$ cat config.mk
export PLATFORM = sky130hd
export DESIGN_NAME = cfg_commit_ctrl
export DESIGN_NICKNAME = d
export VERILOG_FILES = /design/src/rtl/cfg_commit_ctrl.sv
export SDC_FILE = /design/constraint.sdc
export NUM_CORES = 1
export LEC_CHECK = 0
export CAP_MARGIN = 15
export CELL_PAD_IN_SITES_DETAIL_PLACEMENT = 1
export CELL_PAD_IN_SITES_GLOBAL_PLACEMENT = 2
export CORE_MARGIN = 4
export CORE_UTILIZATION = 39
export DETAILED_ROUTE_END_ITERATION = 10
export GPL_ROUTABILITY_DRIVEN = 1
export PLACE_DENSITY_LB_ADDON = 0.1
export SLEW_MARGIN = 20
export SYNTH_ARGS = -nofsm -noshare
export SYNTH_HDL_FRONTEND = slang
export SYNTH_SLANG_ARGS = --single-unit
export TNS_END_PERCENT = 20
$ cat constraint.sdc
create_clock -name clk -period 1.9 [get_ports clk]
set_input_delay 0.38 -clock clk [delete_from_list [all_inputs] [get_ports clk]]
set_output_delay 0.38 -clock clk [all_outputs]
set_load 0.02 [all_outputs]
$ cat src/rtl/cfg_commit_ctrl.sv
// Double-buffered EFI configuration bank: SPI writes land in staging and are copied to the
// active bank atomically at an engine-safe point. Define CFG_COMMIT_TIMEOUT_EN for a forced-commit timeout.
module cfg_commit_ctrl #(
  parameter int          NREGS       = 16,
  parameter int          AW          = 4,
  parameter logic [31:0] TIMEOUT_CYC = 32'd2000000
) (
  input  logic                  clk,
  input  logic                  rst_n,
  input  logic                  wr_en,
  input  logic [AW-1:0]         wr_addr,
  input  logic [15:0]           wr_data,
  input  logic                  commit_req,
  input  logic                  trigger,
  input  logic                  synced,
  input  logic [5:0]            busy_mask,
  input  logic [AW-1:0]         rd_addr,
  output logic [15:0]           rd_data,
  output logic [16*NREGS-1:0]   active_flat,
  output logic [NREGS-1:0]      dirty_mask,
  output logic                  pending,
  output logic                  commit_ack,
  output logic                  commit_forced
);
  typedef enum logic [1:0] {IDLE, ARMED, WAIT_QUIET, COMMIT} state_e;

  state_e                  state_q, state_d;
  logic                    forced_q, forced_d;
  logic [NREGS-1:0][15:0]  staging_q, active_q;
  logic [NREGS-1:0]        dirty_q;
  logic [15:0]             rd_data_q;
  logic                    commit_ack_q, commit_forced_q;
  logic                    wr_ok, rd_ok, tmo_hit;

  assign wr_ok = wr_en && (32'(wr_addr) < NREGS);
  assign rd_ok = 32'(rd_addr) < NREGS;

`ifdef CFG_COMMIT_TIMEOUT_EN
  logic [31:0] tmo_q;

  // ARMED is only entered from IDLE, so holding zero in IDLE clears it on entry.
  always_ff @(posedge clk or negedge rst_n) begin
    if (!rst_n)                                      tmo_q <= '0;
    else if (state_q == IDLE)                        tmo_q <= '0;
    else if (state_q == ARMED || state_q == WAIT_QUIET) tmo_q <= tmo_q + 32'd1;
  end

  assign tmo_hit = (state_q == ARMED || state_q == WAIT_QUIET) && (tmo_q == TIMEOUT_CYC - 32'd1);
`else
  logic unused_tmo;
  assign unused_tmo = ^TIMEOUT_CYC;
  assign tmo_hit    = 1'b0;
`endif

  always_comb begin
    state_d  = state_q;
    forced_d = 1'b0;
    case (state_q)
      IDLE:       if (commit_req) state_d = synced ? ARMED : COMMIT;
      ARMED: begin
        if (!synced || tmo_hit) begin
          state_d  = COMMIT;
          forced_d = 1'b1;
        end else if (trigger) begin
          state_d = WAIT_QUIET;
        end
      end
      WAIT_QUIET: begin
        if (!synced || tmo_hit) begin
          state_d  = COMMIT;
          forced_d = 1'b1;
        end else if (busy_mask == 6'd0) begin
          state_d = COMMIT;
        end
      end
      COMMIT:     state_d = IDLE;
      default:    state_d = IDLE;
    endcase
  end

  always_ff @(posedge clk or negedge rst_n) begin
    if (!rst_n) begin
      state_q  <= IDLE;
      forced_q <= 1'b0;
    end else begin
      state_q  <= state_d;
      forced_q <= forced_d;
    end
  end

  always_ff @(posedge clk or negedge rst_n) begin
    if (!rst_n) begin
      staging_q       <= '0;
      active_q        <= '0;
      dirty_q         <= '0;
      rd_data_q       <= '0;
      commit_ack_q    <= 1'b0;
      commit_forced_q <= 1'b0;
    end else begin
      commit_ack_q <= (state_q == COMMIT);
      if (state_q == COMMIT) begin
        active_q        <= staging_q;
        dirty_q         <= '0;
        commit_forced_q <= forced_q;
      end
      // Placed after the clear so a write in the COMMIT cycle keeps its dirty bit.
      if (wr_ok) begin
        staging_q[wr_addr] <= wr_data;
        dirty_q[wr_addr]   <= 1'b1;
      end
      rd_data_q <= rd_ok ? active_q[rd_addr] : 16'd0;
    end
  end

  assign rd_data       = rd_data_q;
  assign active_flat   = active_q;
  assign dirty_mask    = dirty_q;
  assign pending       = (state_q != IDLE);
  assign commit_ack    = commit_ack_q;
  assign commit_forced = commit_forced_q;
endmodule

==> flow_summary.ini <==
[layout]
fillCellCount = 5488
mostFrequentLayoutCells = dfrtp_1, mux2_2, dlygate4sd2_1, mux4_2, clkbuf_16
multiInputGateArea_sq_um = 8000
drive_gt1_share_pct = 44.4
diodes = 0
final_common_cell = dfrtp_1
syn_to_final_growth_pct = 30.7
regArea_sq_um = 13700
finish.instance_area_sq_um = 28900
nNetsFinal = 1775

[setup_path]
critical_path.max_stage_delay_ns = 0.44
crit_type = reg -> out
reg2reg_slack_ns = 0.10
timing.rr.end = state_q[1]$_DFFE_PN0P_
crit_family = flip-flops
critPathCaptureType = output pin
arrival_ns = 1.47
required_ns = 1.52
rr_worst_depth = 6
startpoint_type = flop
r2r_start = state_q[0]$_DFFE_PN0P_
cp_slowest_cell = dfrtp_2
crit_chain = inv_2, ha_2, inv_1, buf_4
critical_path_buf_inv_count = 3
path_max_fanout = 5

[routing]
top_layer = met4
vias = 13200
drc = 0
wl_met1_microns = 29400
wl_per_cell_microns = 24.8
drtIter0Drc = 660
ant_nets = 0
wl_microns = 62900
wl_met2_microns = 29200
viasPerCell = 5.19
drtPass1Iterations = 6
dr_wl_met3_microns = 2960

[cts]
cts.sinks = 549
ctsRootBufferMaster = clkbuf_16
cts_tree = yes
htreeDepth = 2
clkLatencyLatePin_ns = 0.60
clockBufferDepth = 3
clk_pin_slew_ns = 0.06
cts_buffers = 59

[global_route]
grt_util_all_layers_pct = 20.9
antenna_found_initial = 1
grt_pass1_wl_microns = 96100
grt_max_degree = 74
grt_pass1_vias = 14500
overflow = 0

[die]
row_count = 87
core_area_sq_um = 56300
initial_core_util_pct = 39.3
die_y_microns = 246
die_area_sq_um = 60600
die_w_microns = 246
io_pins = 327

[power_and_ir_drop]
leakagePower_nw = 13.3
intPower_w = 0.0320
p_comb_share_pct = 36.9
powerDensity_nw_per_um2 = 1700
pwr-share-clk_pct = 23.4
ir_drop_mv = 0.868
switching_power_w = 0.0172
p_seq_share_pct = 39.6
switching_share_pct = 34.9

[timing]
setup_slack_ns = 0.0529
slew_headroom_pct = 43.8
skew_ns = 0.0113
tightest_slew_ns = 0.839
hold_violations = 0
rsz0062_at_grt = true
slew_viol_final = 0
min_period_ns = 1.85
setup_viol = 0
whs_ns = 0.264
setup_tns_ns = 0
fmax_mhz = 541
period_share_pct = 97.2

[logic_synthesis]
synthCells = 1336
ys_seq_elements = 549
syn_area_per_cell_sq_um = 16.6
ys_warn_count = 0
synth_seq_area_share_pct = 62.1
ys_types = 29
syn_area_sq_um = 22100
syn_nets = 1377

[outcome]
status = finished clean

[placement]
hpwl_microns = 44400
port_buffers = 326
post-place-ws_ns = -0.239
dpl-instance-area_sq_um = 27300
gp_congestion = 0.766

[flow_run]
drv_cap = 0

[hold_path]
hp-class = in -> async
==> power groups by stage <==
stage | Combinational, W | Sequential, W | Clock [W]
global placement | 0.0200 | 0.0197 | 0
CTS | 0.0183 | 0.0196 | 0.0119
finish | 0.0181 | 0.0195 | 0.0115
floorplan | 0.00781 | 0.0218 | 0
global route | 0.0194 | 0.0200 | 0.0124
detailed placement | 0.0203 | 0.0198 | 0
==> final cells by class <==
class	count	share of cell area, %
inverter	11	0.143
sequential	549	47.5
clock inverter	16	0.536
timing repair buffer	425	14.6
multi-input combinational	688	27.7
clock buffer	93	6.25
tap	756	3.27
==> how the worst max path moves through the flow <==
stage / startpoint / to / slack (ns) / cells past startpoint
3_5_place_dp: busy_mask[0] / state_q[1]$_DFFE_PN0P_ / -0.24 / 5
6_report: state_q[1]$_DFFE_PN0P_ / pending / 0.05 / 4
5_1_grt: state_q[1]$_DFFE_PN0P_ / pending / -0.03 / 4
2_1_floorplan: rd_addr[0] / rd_data[10]$_DFF_PN0_ / 0.12 / 5
4_1_cts: state_q[1]$_DFFE_PN0P_ / pending / -0.18 / 4
3_3_place_gp: rd_addr[3] / rd_data[2]$_DFF_PN0_ / -0.19 / 5
==> repair_timing <==
item | in CTS | in global routing
gates resized for setup | 294 | 4
setup endpoints to repair | 291 | 2
hold buffers | 1 | 0
buffers inserted | 0 | 4
hold endpoints to repair | 32 | 0
pin swaps | 0 | 0
==> routing by layer <==
layer / track usage, % / vias to the layer above
met1: 30.5 / 7119
li1: - / 5674
met5: 0 / -
met2: 32.7 / 295
met3: 3.90 / 75
met4: 5.09 / 0
==> Yosys cell counts, drive strengths merged <==
cell type / instances / area [sq um]
nand4b: 1 / 8.76
nand2: 18 / 67.6
a22oi: 32 / 240
o221ai: 1 / 8.76
or4: 1 / 11.3
nor2: 13 / 71.3
nand3: 1 / 5.00
a2bb2oi: 1 / 8.76
clkbuf: 47 / 176
clkinv: 1 / 3.75
nor2b: 4 / 25.0
o21ai: 8 / 40.0
buf: 41 / 199
nand3b: 2 / 15.0
ha: 5 / 62.6
inv: 10 / 37.5
a21o: 10 / 75.1
mux2i: 1 / 10.0
nor4: 1 / 21.3
and2: 1 / 6.26
nand2b: 9 / 56.3
mux4: 64 / 1440
mux2: 514 / 5790
dfrtp: 549 / 13700
nor3b: 1 / 12.5
==> through the flow <==
step | instances | power [W] | util [%]
2_1_floorplan | 1336 | 0.0296 | -
3_3_place_gp | 2424 | 0.0397 | 48.5
3_5_place_dp | 2424 | 0.0401 | 48.5
4_1_cts | 2534 | 0.0497 | 51.3
5_1_grt | 2538 | 0.0518 | 51.4
6_report | 2538 | 0.0491 | 51.4
==> sequential cells by signal (all words and copies together), names as in the netlist <==
| register | cells |
|---|---|
| active_flat | 256 |
| staging_q | 256 |
| dirty_mask | 16 |
| rd_data | 16 |
| state_q | 2 |
| commit_ack | 1 |
| commit_forced | 1 |
| forced_q | 1 |
==> cells by family after synthesis <==
kind of cell / after synthesis / synth area share (%)
fa+ha+maj: 5 / 0.283
flops: 549 / 62.1
mux: 579 / 32.7
compound gates: 52 / 1.68
simple gates: 52 / 1.36
buf+inv: 99 / 1.88
(Power assumes the default switching activity.)
